--- config.mk ---
export PLATFORM = sky130hd
export DESIGN_NAME = pdm_mic_emulator
export DESIGN_NICKNAME = d
export VERILOG_FILES = /design/src/rtl/pdm_mic_emulator.sv
export SDC_FILE = /design/constraint.sdc
export NUM_CORES = 1
export LEC_CHECK = 0
export ABC_AREA = 1
export CORE_AREA = 8 8 146 148
export DETAILED_ROUTE_END_ITERATION = 8
export DIE_AREA = 0 0 154 156
export GPL_TIMING_DRIVEN = 0
export PLACE_DENSITY = 0.7
export SLEW_MARGIN = 20
export SYNTH_ARGS = -nofsm -noshare
export SYNTH_HDL_FRONTEND = slang
export SYNTH_SLANG_ARGS = --single-unit
--- constraint.sdc ---
create_clock -name ipg_clk -period 5.5 [get_ports ipg_clk]
set_clock_uncertainty 0.15 [all_clocks]
set_input_delay 1.1 -clock ipg_clk [delete_from_list [all_inputs] [get_ports ipg_clk]]
set_output_delay 1.1 -clock ipg_clk [all_outputs]
set_load 0.02 [all_outputs]
--- src/rtl/pdm_mic_emulator.sv ---
// pdm_mic_emulator: PCM-in, second-order delta-sigma PDM-out microphone model for a shared stereo line
module pdm_mic_emulator #(
   parameter int DATA_W      = 16,
   parameter int OSR_W       = 8,
   parameter int FIFO_DEPTH  = 4,
   parameter int SYNC_STAGES = 2
) (
   input  logic                        ipg_clk,
   input  logic                        ipg_hard_async_reset_b,
   input  logic                        enable,
   input  logic                        lr_sel,
   input  logic [OSR_W-1:0]            osr,
   input  logic [DATA_W-1:0]           pcm_data,
   input  logic                        pcm_valid,
   output logic                        pcm_ready,
   input  logic                        pdm_clk,
   output logic                        pdm_data,
   output logic                        pdm_data_oe,
   output logic                        underflow,
   output logic [$clog2(FIFO_DEPTH):0] fifo_level
);
   localparam int LVL_W = $clog2(FIFO_DEPTH) + 1;
   localparam int PTR_W = $clog2(FIFO_DEPTH);
   localparam int I_W   = DATA_W + 4;
   localparam int S_W   = I_W + 2;
   localparam logic signed [S_W-1:0] FS      = S_W'(2 ** (DATA_W - 1));
   localparam logic signed [S_W-1:0] SAT_MAX = S_W'(2 ** (I_W - 1) - 1);
   localparam logic signed [S_W-1:0] SAT_MIN = ~SAT_MAX;

   typedef enum logic [1:0] {IDLE, PRIME, RUN} state_t;

   state_t                   state_q, state_d;
   logic [SYNC_STAGES:0]     sync_q, sync_d;
   logic [DATA_W-1:0]        mem_q [FIFO_DEPTH];
   logic [DATA_W-1:0]        mem_d [FIFO_DEPTH];
   logic [PTR_W-1:0]         wr_q, wr_d, rd_q, rd_d;
   logic [LVL_W-1:0]         lvl_q, lvl_d;
   logic signed [DATA_W-1:0] cur_q, cur_d;
   logic [OSR_W-1:0]         cnt_q, cnt_d, osr_m1;
   logic signed [I_W-1:0]    i1_q, i1_d, i2_q, i2_d, i1_n, i2_n;
   logic signed [S_W-1:0]    fb;
   logic                     pdm_data_q, pdm_data_d, oe_q, oe_d, uf_q, uf_d;
   logic                     rise, fall, upd, rel, push, pop, flush, empty, due;

   function automatic logic signed [I_W-1:0] sat(input logic signed [S_W-1:0] v);
      return (v > SAT_MAX) ? I_W'(SAT_MAX) : (v < SAT_MIN) ? I_W'(SAT_MIN) : I_W'(v);
   endfunction

   // Edge detect on the synchronised bit clock, FIFO bookkeeping, modulator and state sequencing
   always_comb begin
      sync_d     = {sync_q[SYNC_STAGES-1:0], pdm_clk};
      rise       = sync_q[SYNC_STAGES-1] & ~sync_q[SYNC_STAGES];
      fall       = ~sync_q[SYNC_STAGES-1] & sync_q[SYNC_STAGES];
      upd        = lr_sel ? rise : fall;
      rel        = lr_sel ? fall : rise;
      empty      = lvl_q == '0;
      pcm_ready  = lvl_q != LVL_W'(FIFO_DEPTH);
      push       = pcm_valid & pcm_ready;
      osr_m1     = (osr == '0) ? '0 : osr - 1'b1;
      due        = cnt_q >= osr_m1;
      fb         = pdm_data_q ? FS : -FS;
      i1_n       = sat(S_W'(i1_q) + S_W'(cur_q) - fb);
      i2_n       = sat(S_W'(i2_q) + S_W'(i1_n) - fb);
      state_d    = state_q;
      cur_d      = cur_q;
      cnt_d      = cnt_q;
      i1_d       = i1_q;
      i2_d       = i2_q;
      pdm_data_d = pdm_data_q;
      oe_d       = oe_q;
      uf_d       = uf_q;
      pop        = 1'b0;
      flush      = 1'b0;
      if (!enable) begin
         state_d    = IDLE;
         flush      = state_q != IDLE;
         cur_d      = '0;
         cnt_d      = '0;
         i1_d       = '0;
         i2_d       = '0;
         pdm_data_d = 1'b0;
         oe_d       = 1'b0;
         uf_d       = 1'b0;
      end else if (state_q == IDLE) begin
         state_d = PRIME;
      end else if (state_q == PRIME) begin
         if (upd && !empty) begin
            pop     = 1'b1;
            cur_d   = mem_q[rd_q];
            cnt_d   = '0;
            state_d = RUN;
         end
      end else if (upd) begin
         i1_d       = i1_n;
         i2_d       = i2_n;
         pdm_data_d = ~i2_n[I_W-1];
         oe_d       = 1'b1;
         cnt_d      = due ? '0 : cnt_q + 1'b1;
         pop        = due & ~empty;
         cur_d      = (due && !empty) ? mem_q[rd_q] : cur_q;
         uf_d       = uf_q | (due & empty);
      end else if (rel) begin
         oe_d = 1'b0;
      end
      lvl_d = flush ? '0 : lvl_q + LVL_W'(push) - LVL_W'(pop);
      wr_d  = flush ? '0 : wr_q + PTR_W'(push);
      rd_d  = flush ? '0 : rd_q + PTR_W'(pop);
      mem_d = mem_q;
      if (push) mem_d[wr_q] = pcm_data;
   end

   // All state registers; reset drops the line and empties the FIFO immediately
   always_ff @(posedge ipg_clk or negedge ipg_hard_async_reset_b) begin
      if (!ipg_hard_async_reset_b) begin
         state_q    <= IDLE;
         sync_q     <= '0;
         mem_q      <= '{default: '0};
         wr_q       <= '0;
         rd_q       <= '0;
         lvl_q      <= '0;
         cur_q      <= '0;
         cnt_q      <= '0;
         i1_q       <= '0;
         i2_q       <= '0;
         pdm_data_q <= 1'b0;
         oe_q       <= 1'b0;
         uf_q       <= 1'b0;
      end else begin
         state_q    <= state_d;
         sync_q     <= sync_d;
         mem_q      <= mem_d;
         wr_q       <= wr_d;
         rd_q       <= rd_d;
         lvl_q      <= lvl_d;
         cur_q      <= cur_d;
         cnt_q      <= cnt_d;
         i1_q       <= i1_d;
         i2_q       <= i2_d;
         pdm_data_q <= pdm_data_d;
         oe_q       <= oe_d;
         uf_q       <= uf_d;
      end
   end

   assign pdm_data    = pdm_data_q;
   assign pdm_data_oe = oe_q;
   assign underflow   = uf_q;
   assign fifo_level  = lvl_q;
endmodule

==> flow_summary.ini <==
[placement]
io_buffers = 35
dpl.hpwl_mm = 19.0
gp_congestion = 0.940
place_area_sq_um = 10900
place_ws_ps = -618

[setup_path]
cp-end-kind = flip-flop
criticalPathCategory = reg2reg
critPathBufInv = 5
max_stage_delay_ps = 540
cp_slowest_cell = fa_1
cp_max_fo = 10
crit_family = simple AND/OR/NAND/NOR gates
cp.required_ps = 5710
crit_path_start_kind = flip-flop
crit_top_cell = nand2_1
crit_arrival_ps = 5470

[sta]
fin_tns_setup_ps = 0
final.setup.worst_slack_ps = 236
fin_hold_ws_ps = 229
fmax_mhz = 190
period_share_pct = 95.7
fin_crit_ps = 5260
tightest_slew_ps = 722
drv_slew = 0
slew_headroom_pct = 51.9
setup_viol = 0
hold_viol = 0

[synth]
synth_cells = 1444
synth_top_area_share_pct = 35.0
syn-num-nets = 1569
syn_area_per_cell_sq_um = 7.07
synth_area_leaders = dfrtp_1 35%, nand2_1 15%, ha_1 11%, inv_1 9.7%, nor2_1 4.8%
synthFlopType = dfrtp_1
synth_area_sq_um = 10200
ys_types = 43
ys_seq_elements = 143
synthArstFlopShare_pct = 100
yosysSeqAreaShare_pct = 35.0
ys_warn_count = 0
synth_area_leader_cell = dfrtp_1
synth_edf_count = 0

[route]
dr.pass1.iters = 5
drt-total-wl_mm = 24.9
drcViolationCount = 0
vias = 8956
ant_nets = 0
drtIter0Drc = 356
wire_per_inst_um = 14.1
via_per_inst = 5.07

[global_route]
top_usage_layer = met2
grt_pass1_wl_mm = 42.8
grtUsageMet2_pct = 39.4
antenna_found_initial = 0
grt_max_degree = 82
grt_overflow = 0
met1_usage_pct = 26.1
grt_use_total_pct = 21.8
grt_pass1_vias = 9056
gr-usage-met3_pct = 2.88

[cells_and_area]
drive_above_1_share_pct = 8.12
num_antenna_cells = 0
finalInstanceArea_sq_um = 11900
syn2layout_area_growth_pct = 16.1
nets = 1640

[floorplanning]
rows = 51
dieArea_sq_um = 24000
io_pins = 37
initial_core_util_pct = 53.5
die_x_um = 154
fp.dieH_um = 156
core_sq_um = 19100

[clocking]
hold_buffers = 0
clk_latency_ps = 430
cts_root_buffer = clkbuf_16
cts_made_buffers = 17
cts_sinks = 143
h-tree-depth = 4
cts_tree = built
clk_pin_slew_ps = 70
cts_buffer_depth = 2

[min_path]
hp-class = reg2reg

[run_status]
status = finished, final reports clean

[job]
cap_violations = 0
## registers in the layout, summed over array words and instances, names as in the netlist
| register | flops |
|---|---|
| underflow | 1 |
| rd_q | 2 |
| i2_q | 20 |
| cur_q | 16 |
| pdm_data | 1 |
| fifo_level | 3 |
| wr_q | 2 |
| mem_q | 64 |
| cnt_q | 8 |
| sync_q | 3 |
| pdm_data_oe | 1 |
| state_q | 2 |
| i1_q | 20 |
## layout make-up
type | count | area (sq um)
buffer | 37 | 189
clock buffer | 18 | 429
clock inverter | 14 | 173
fill | 1803 | 7220
inverter | 268 | 1010
multi-input combinational | 996 | 5660
sequential | 143 | 3580
tap | 238 | 298
timing repair buffer | 52 | 515
## metal layers
metal / vias up / part of all wire (%) / wire length [um]
li1: 4651 / - / -
met1: 4131 / 45 / 11200
met2: 135 / 51 / 12600
met3: 39 / 2.3 / 578
met4: 0 / 2.2 / 557
met5: - / 0 / 0
## worst paths after layout
path,endpoint,cells past startpoint,slack [ps],from
max,i2_q[17]$_DFFE_PN0P_,31,240,pdm_data$_DFFE_PN0P_
min,sync_q[1]$_DFF_PN0_,0,230,sync_q[0]$_DFF_PN0_
max reg2reg,i2_q[17]$_DFFE_PN0P_,31,240,pdm_data$_DFFE_PN0P_
min reg2reg,sync_q[1]$_DFF_PN0_,0,230,sync_q[0]$_DFF_PN0_
max in group asynchronous,pdm_data$_DFFE_PN0P_,2,3980,ipg_hard_async_reset_b
min in group asynchronous,mem_q[1]$_DFFE_PN0P_,1,430,ipg_hard_async_reset_b
## cell usage in the layout (no fill, tap or decap), types with 3 or more instances in the layout
master             n
clkbuf_16         17
buf_6              3
clkbuf_1          25
buf_4             18
xor2_1            29
clkinv_4           3
o21ai_0           95
nand4_1           15
a31oi_1            6
nor3_2             3
o211ai_1          15
xnor2_1           13
inv_2              3
o21bai_1           9
nor3_1             6
a21oi_1           73
fa_1               8
a21boi_0           3
inv_8              4
inv_6              3
a21oi_2            8
inv_1            262
nor2_2             5
nor2_4             3
clkdlybuf4s50_1   34
ha_1              76
or2_2              5
nor2_1           129
nand3_1           38
clkinvlp_4         3
nand2_2           13
ha_4               9
nand2_1          412
dfrtp_1          141
buf_2              4
## stage by stage
step	utilization, %	instances
2_1_floorplan	-	1444
3_3_place_gp	56.9	1717
3_5_place_dp	57.1	1718
4_1_cts	61.0	1759
5_1_grt	62.2	1766
6_report	62.2	1766
## cells by family (layout without fill, tap and decap cells)
group	after synthesis	in the layout	share of synthesized area, %
simple gates	638	638	25.4
mux	1	1	0.0980
fa+ha+maj	95	95	12.3
flops	143	143	35.0
buf+inv	305	389	11.6
compound gates	220	220	11.9
xor+xnor	42	42	3.60
## timing repair
item	in CTS	in global routing
buffers inserted	9	7
pin swaps	1	13
gates resized for setup	13	34
setup endpoints to repair	21	20
## cell usage after synthesis, types with 3 or more instances
master / count
nor2_1: 132
nand4_1: 15
nand2_1: 416
xor2_1: 29
buf_6: 3
a31oi_1: 6
xnor2_1: 13
o21ai_0: 96
dfrtp_1: 143
nor3_1: 8
o21bai_1: 9
nand3_1: 40
or2_2: 5
nand2_2: 10
ha_1: 86
clkbuf_1: 24
a21oi_1: 81
o211ai_1: 15
fa_1: 9
buf_2: 4
nor2_2: 3
buf_4: 4
a21boi_0: 3
inv_1: 263
inv_2: 3
Power is not shown: default switching activity piles up to over one toggle a cycle in this logic, so the estimate is an artifact.
